==> src/rtl/prescaled_counter_if.sv <==
// prescaled_counter_if: control and status bundle between a timing master and the prescaled counter
interface prescaled_counter_if #(
    parameter int WIDTH      = 8,
    parameter int PRESCALE_W = 16
);
    logic                  en;
    logic [PRESCALE_W-1:0] prescale;
    logic                  dir;
    logic                  load;
    logic [WIDTH-1:0]      load_val;
    logic [WIDTH-1:0]      modulus;
    logic [WIDTH-1:0]      cmp;
    logic [WIDTH-1:0]      count;
    logic                  tick;
    logic                  tc;
    logic                  cmp_out;

    modport master (
        output en, prescale, dir, load, load_val, modulus, cmp,
        input  count, tick, tc, cmp_out
    );

    modport slave (
        input  en, prescale, dir, load, load_val, modulus, cmp,
        output count, tick, tc, cmp_out
    );
endinterface

==> src/rtl/prescaled_counter.sv <==
// prescaled_counter: programmable-modulus up/down counter advanced by a programmable prescaler
module prescaled_counter #(
    parameter int WIDTH      = 8,
    parameter int PRESCALE_W = 16
) (
    input logic                clk,
    input logic                rst_n,
    prescaled_counter_if.slave bus
);
    localparam logic [WIDTH-1:0]      CNT_ONE = 1;
    localparam logic [PRESCALE_W-1:0] PS_ONE  = 1;

    logic [PRESCALE_W-1:0] pcnt;
    logic [WIDTH-1:0]      count;
    logic [WIDTH-1:0]      next_count;
    logic                  tick;
    logic                  tc;
    logic                  advance;
    logic                  wrap;

    // advance when the prescaler period is complete; >= also catches a prescale lowered mid-period
    always_comb begin
        advance    = bus.en && (pcnt >= bus.prescale);
        wrap       = bus.dir ? (count >= bus.modulus) : (count == '0);
        next_count = bus.dir ? (wrap ? '0 : count + CNT_ONE)
                             : (wrap ? bus.modulus : count - CNT_ONE);
    end

    // load beats enable; tick and tc are strobes aligned with the new count value
    always_ff @(posedge clk or negedge rst_n) begin
        if (!rst_n) begin
            pcnt  <= '0;
            count <= '0;
            tick  <= 1'b0;
            tc    <= 1'b0;
        end else if (bus.load) begin
            pcnt  <= '0;
            count <= bus.load_val;
            tick  <= 1'b0;
            tc    <= 1'b0;
        end else if (advance) begin
            pcnt  <= '0;
            count <= next_count;
            tick  <= 1'b1;
            tc    <= wrap;
        end else begin
            pcnt  <= bus.en ? pcnt + PS_ONE : pcnt;
            tick  <= 1'b0;
            tc    <= 1'b0;
        end
    end

    assign bus.count   = count;
    assign bus.tick    = tick;
    assign bus.tc      = tc;
    assign bus.cmp_out = count < bus.cmp;
endmodule

==> src/flat_wrapper.sv <==
// flat-port wrapper written by rule: the top's interface ports become plain ports
module prescaled_counter_flat 
#(
    parameter int WIDTH      = 8,
    parameter int PRESCALE_W = 16
)
  (clk, rst_n, bus_en, bus_prescale, bus_dir, bus_load, bus_load_val, bus_modulus, bus_cmp, bus_count, bus_tick, bus_tc, bus_cmp_out);
  prescaled_counter_if #(.WIDTH(WIDTH), .PRESCALE_W(PRESCALE_W)) bus_i ();
  input logic clk;
  input logic rst_n;
  input wire logic [$bits(bus_i.en)-1:0] bus_en;
  input wire logic [$bits(bus_i.prescale)-1:0] bus_prescale;
  input wire logic [$bits(bus_i.dir)-1:0] bus_dir;
  input wire logic [$bits(bus_i.load)-1:0] bus_load;
  input wire logic [$bits(bus_i.load_val)-1:0] bus_load_val;
  input wire logic [$bits(bus_i.modulus)-1:0] bus_modulus;
  input wire logic [$bits(bus_i.cmp)-1:0] bus_cmp;
  output wire logic [$bits(bus_i.count)-1:0] bus_count;
  output wire logic [$bits(bus_i.tick)-1:0] bus_tick;
  output wire logic [$bits(bus_i.tc)-1:0] bus_tc;
  output wire logic [$bits(bus_i.cmp_out)-1:0] bus_cmp_out;
  assign bus_i.en = bus_en;
  assign bus_i.prescale = bus_prescale;
  assign bus_i.dir = bus_dir;
  assign bus_i.load = bus_load;
  assign bus_i.load_val = bus_load_val;
  assign bus_i.modulus = bus_modulus;
  assign bus_i.cmp = bus_cmp;
  assign bus_count = bus_i.count;
  assign bus_tick = bus_i.tick;
  assign bus_tc = bus_i.tc;
  assign bus_cmp_out = bus_i.cmp_out;
  prescaled_counter #(.WIDTH(WIDTH), .PRESCALE_W(PRESCALE_W)) u_core (.clk(clk), .rst_n(rst_n), .bus(bus_i));
endmodule
==> config.mk <==
export PLATFORM = sky130hd
export DESIGN_NAME = prescaled_counter_flat
export DESIGN_NICKNAME = d
export VERILOG_FILES = /design/src/rtl/prescaled_counter_if.sv /design/src/rtl/prescaled_counter.sv /design/src/flat_wrapper.sv
export SDC_FILE = /design/constraint.sdc
export NUM_CORES = 1
export LEC_CHECK = 0
export ABC_AREA = 1
export CAP_MARGIN = 0
export CORE_UTILIZATION = 56
export DETAILED_ROUTE_END_ITERATION = 8
export GPL_ROUTABILITY_DRIVEN = 0
export GPL_TIMING_DRIVEN = 1
export MAX_ROUTING_LAYER = met4
export PLACE_DENSITY = 0.87
export SLEW_MARGIN = 20
export SYNTH_ARGS = -nofsm -noshare
export SYNTH_HDL_FRONTEND = slang
export SYNTH_SLANG_ARGS = --single-unit
==> constraint.sdc <==
create_clock -name clk -period 4 [get_ports clk]
set_input_delay 1.2 -clock clk [delete_from_list [all_inputs] [get_ports clk]]
set_output_delay 1.2 -clock clk [all_outputs]
set_load 0.005 [all_outputs]
==> impl_metrics.csv <==
group,metric,value,unit
yosys,synth_largest_area_cell,"dfrtp_1",
placement,dpl_cell_area,3140,sq um
job,maxCapViolCount,0,
global_route,grt_use_total,0.254,
layout,nets,505,
critical_path,path_max_fanout,1,
timing,finClkSkew,0.0109,ns
yosys,yosys.area_share.simple,0.361,
route,avgRoutedWirePerCell,11.9,um
yosys,synth.area.mux_share,0,
layout,fillers,333,
floorplanning,rows,24,
clock_network,clock_path_buffers,2,
route,ant_nets,0,
critical_path,cp_top_family,"buffers and inverters",
layout,antennaDiodeCount,0,
floorplanning,fp.dieArea,4810,sq um
global_route,antenna_found_initial,0,
pwr,p_int,523,uW
critical_path,worst_path_largest_cell_delay,0.46,ns
timing,period_share,0.947,
critical_path,endpoint_kind,"primary output",
pwr,netSwitchingPower,226,uW
pwr,power.density,234,nW/um^2
timing,maxSlewViolCount,0,
yosys,synth_adder_area_share,0.167,
global_route,grt_pass1_vias,2446,
run_status,status,"completed",
yosys,synth_top_family_by_area,"simple AND/OR/NAND/NOR gates",
hold_path,min_path_type,"reg -> reg",
layout,areaGrowthSynthToFinish,26.2,%
critical_path,required,2.80,ns
yosys,synthCells,370,
critical_path,path_cells,"clkdlybuf4s50_1 > inv_1 > ha_1 > a21boi_0 > o211ai_1 > nand2_1 > a21oi_2 > clkbuf_2",
floorplanning,start_util,0.583,
critical_path,slowest_stage,"clkdlybuf4s50_1",
clock_network,cts_root_buf,"clkbuf_8",
timing,hold_violations,0,
route,first_pass_iters,5,
timing,max_slew_margin,0.656,
yosys,synth-seq-area-share,0.256,
pwr,ir_drop,0.000275,V
global_route,grt_pass1_wl,10000,um
pwr,clockPowerShare,0.292,
global_route,grt-ovfl-total,0,
clock_network,numCtsBuffers,3,
yosys,synth_top_area_frac,0.256,
critical_path,critPathLaunchType,"primary input",
clock_network,cts_tree,"yes",
yosys,ys_ff_latch,26,
timing,setup_viol,0,
critical_path,crit_arrival,2.59,ns
pwr,swShare,0.301,
pwr,power,749,uW
timing,achievable-frequency,0.264,GHz
critical_path,r2r-start,"u_core.pcnt[11]",
route,drc,0,
timing,holdWs,0.575,ns
floorplanning,ios,56,
timing,grt_setup_unrepaired,"no",
route,num_vias,2509,
critical_path,worst-setup-path-type,"in -> out",
yosys,syn-num-nets,449,
layout,drive_gt1_frac,0.0494,
route,drt_iter0_drc,161,
clock_network,cts_sinks,26,
yosys,synth_area_per_cell,6.86,sq um
route,viasPerCell,5.26,
floorplanning,fp.dieW,69.3,um
layout,utilization,0.736,
layout,stdcell_area,3210,sq um
timing,fin_crit,3.79,ns
yosys,synth_xor_area_frac,0.0414,
pwr,p_seq_frac,0.395,
placement,dpl.hpwl,4460,um
floorplanning,die_y,69.3,um
route,drt_wl_total,5680,um
timing,tightest_slew,0.515,ns
critical_path,critPathLaunch,"bus_cmp[1]",
yosys,synth_compound_area_frac,0.0645,
yosys,synth.area.top_cells,"dfrtp_1, ha_1, nand2_1, inv_1, nand3_1",
pwr,leakage,0.00170,uW
pwr,power_frac_comb,0.314,
global_route,grt_max_degree,27,
critical_path,path_buf_inv,3,
placement,port_buffers,55,
yosys,ys_warn_count,0,
clock_network,clkTransAtPathRegs,0.08,ns
yosys,ys_types,34,
layout,seq_area,651,sq um
floorplanning,coreArea,4350,sq um
hold_path,hold_start,"u_core.pcnt[15]",
layout,multiInputGateArea,1610,sq um
clock_network,postCtsSetupBuffers,0,
clock_network,insertion_delay,0.28,ns
clock_network,htree_levels,1,
yosys,mappedNetlistArea,2540,sq um
==> layout make-up <==
| type | instances | area share |
|---|---|---|
| multi-input combinational | 273 | 0.504 |
| timing repair buffer | 57 | 0.175 |
| sequential | 26 | 0.203 |
| inverter | 65 | 0.0761 |
| clock buffer | 3 | 0.0129 |
| tap | 52 | 0.0203 |
| clock inverter | 1 | 0.00937 |
==> registers in the layout, indices dropped and copies added (netlist names) <==
name and count:
u_core.pcnt 16, u_core.bus.count 8, u_core.bus.tc 1, u_core.bus.tick 1
==> synthesized netlist by cell type <==
cell and n:
o21bai_1 1, nor3b_1 5, a21oi_2 1, nand3_2 2, and3_1 1, o21ai_2 1
nor3_1 6, buf_2 3, inv_1 64, nand2_4 2, o21ai_0 7, nor4_1 1
clkbuf_1 1, inv_2 1, nor2_4 1, nor2_2 1, clkbuf_2 1, a21o_2 1
xor2_1 9, nor2_1 33, dfrtp_1 26, o211ai_1 1, a21oi_1 13, xnor2_1 3
a21boi_0 1, buf_6 1, nand4_1 16, o31ai_1 1, nand2_2 2, a21o_1 1
ha_1 34, nand3_1 32, nand2_1 96, nor3b_4 1
==> worst paths after layout <==
path	cells after the start	slack (ns)	end
max	8	0.21	bus_cmp_out
min	2	0.57	u_core.pcnt[15]
max reg2reg	10	1.70	u_core.bus.count[1]
min reg2reg	2	0.57	u_core.pcnt[15]
max in group asynchronous	2	2.46	u_core.pcnt[10]
min in group asynchronous	2	1.28	u_core.pcnt[1]
==> power by group through the flow <==
stage	Combinational, uW	Clock [uW]	Sequential, uW
6_report	235	218	296
5_1_grt	268	233	297
4_1_cts	235	220	295
3_5_place_dp	234	0	300
3_3_place_gp	225	0	300
2_1_floorplan	143	0	292
==> what timing repair did <==
item | 4_1_cts | 5_1_grt
pin swaps | 1 | 2
hold endpoints to repair | 0 | 0
gates resized for setup | 1 | 3
hold buffers | 0 | 0
endpoints found under the setup margin | 1 | 1
==> through the flow <==
| step | setup slack, ns | instances | setup TNS (ns) |
|---|---|---|---|
| 2_1_floorplan | 0.857 | 370 | 0 |
| 3_3_place_gp | -0.155 | 473 | -0.155 |
| 3_5_place_dp | -0.205 | 473 | -0.205 |
| 4_1_cts | 0.0582 | 477 | 0 |
| 5_1_grt | 0.0584 | 477 | 0 |
| 6_report | 0.212 | 477 | 0 |
==> tightest hold or removal path, delay by kind of cell, from the launching register on <==
family | cells | cell delay, ns
flops | 1 | 0.38
simple gates | 1 | 0.08
xor+xnor | 1 | 0.08
==> placed cells by master, fill, tap and decap left out, types with 6 or more instances in the layout <==
master,instances
dfrtp_1,26
o21ai_0,7
xor2_1,9
clkdlybuf4s50_1,54
nand4_1,16
nor3_1,6
ha_1,34
nand3_1,32
nor2_1,33
inv_1,64
a21oi_1,12
nand2_1,96
==> metal layers <==
metal  up-vias  share of wire  track usage
met4         0         0.0093       0.0499
met3         6          0.041       0.0465
met1      1145           0.46        0.310
met5         -              0            -
met2        57           0.49        0.441
li1       1301              -            -
==> logic make-up after synthesis <==
kind of cell	count (synthesis)
AOI/OAI and AO/OA	28
xor gates and xnor gates	12
adders and majority gates	34
buffers and inverters	71
DFF	26
and+or+nand+nor	199
No activity file was read; power rests on OpenSTA's default activity.
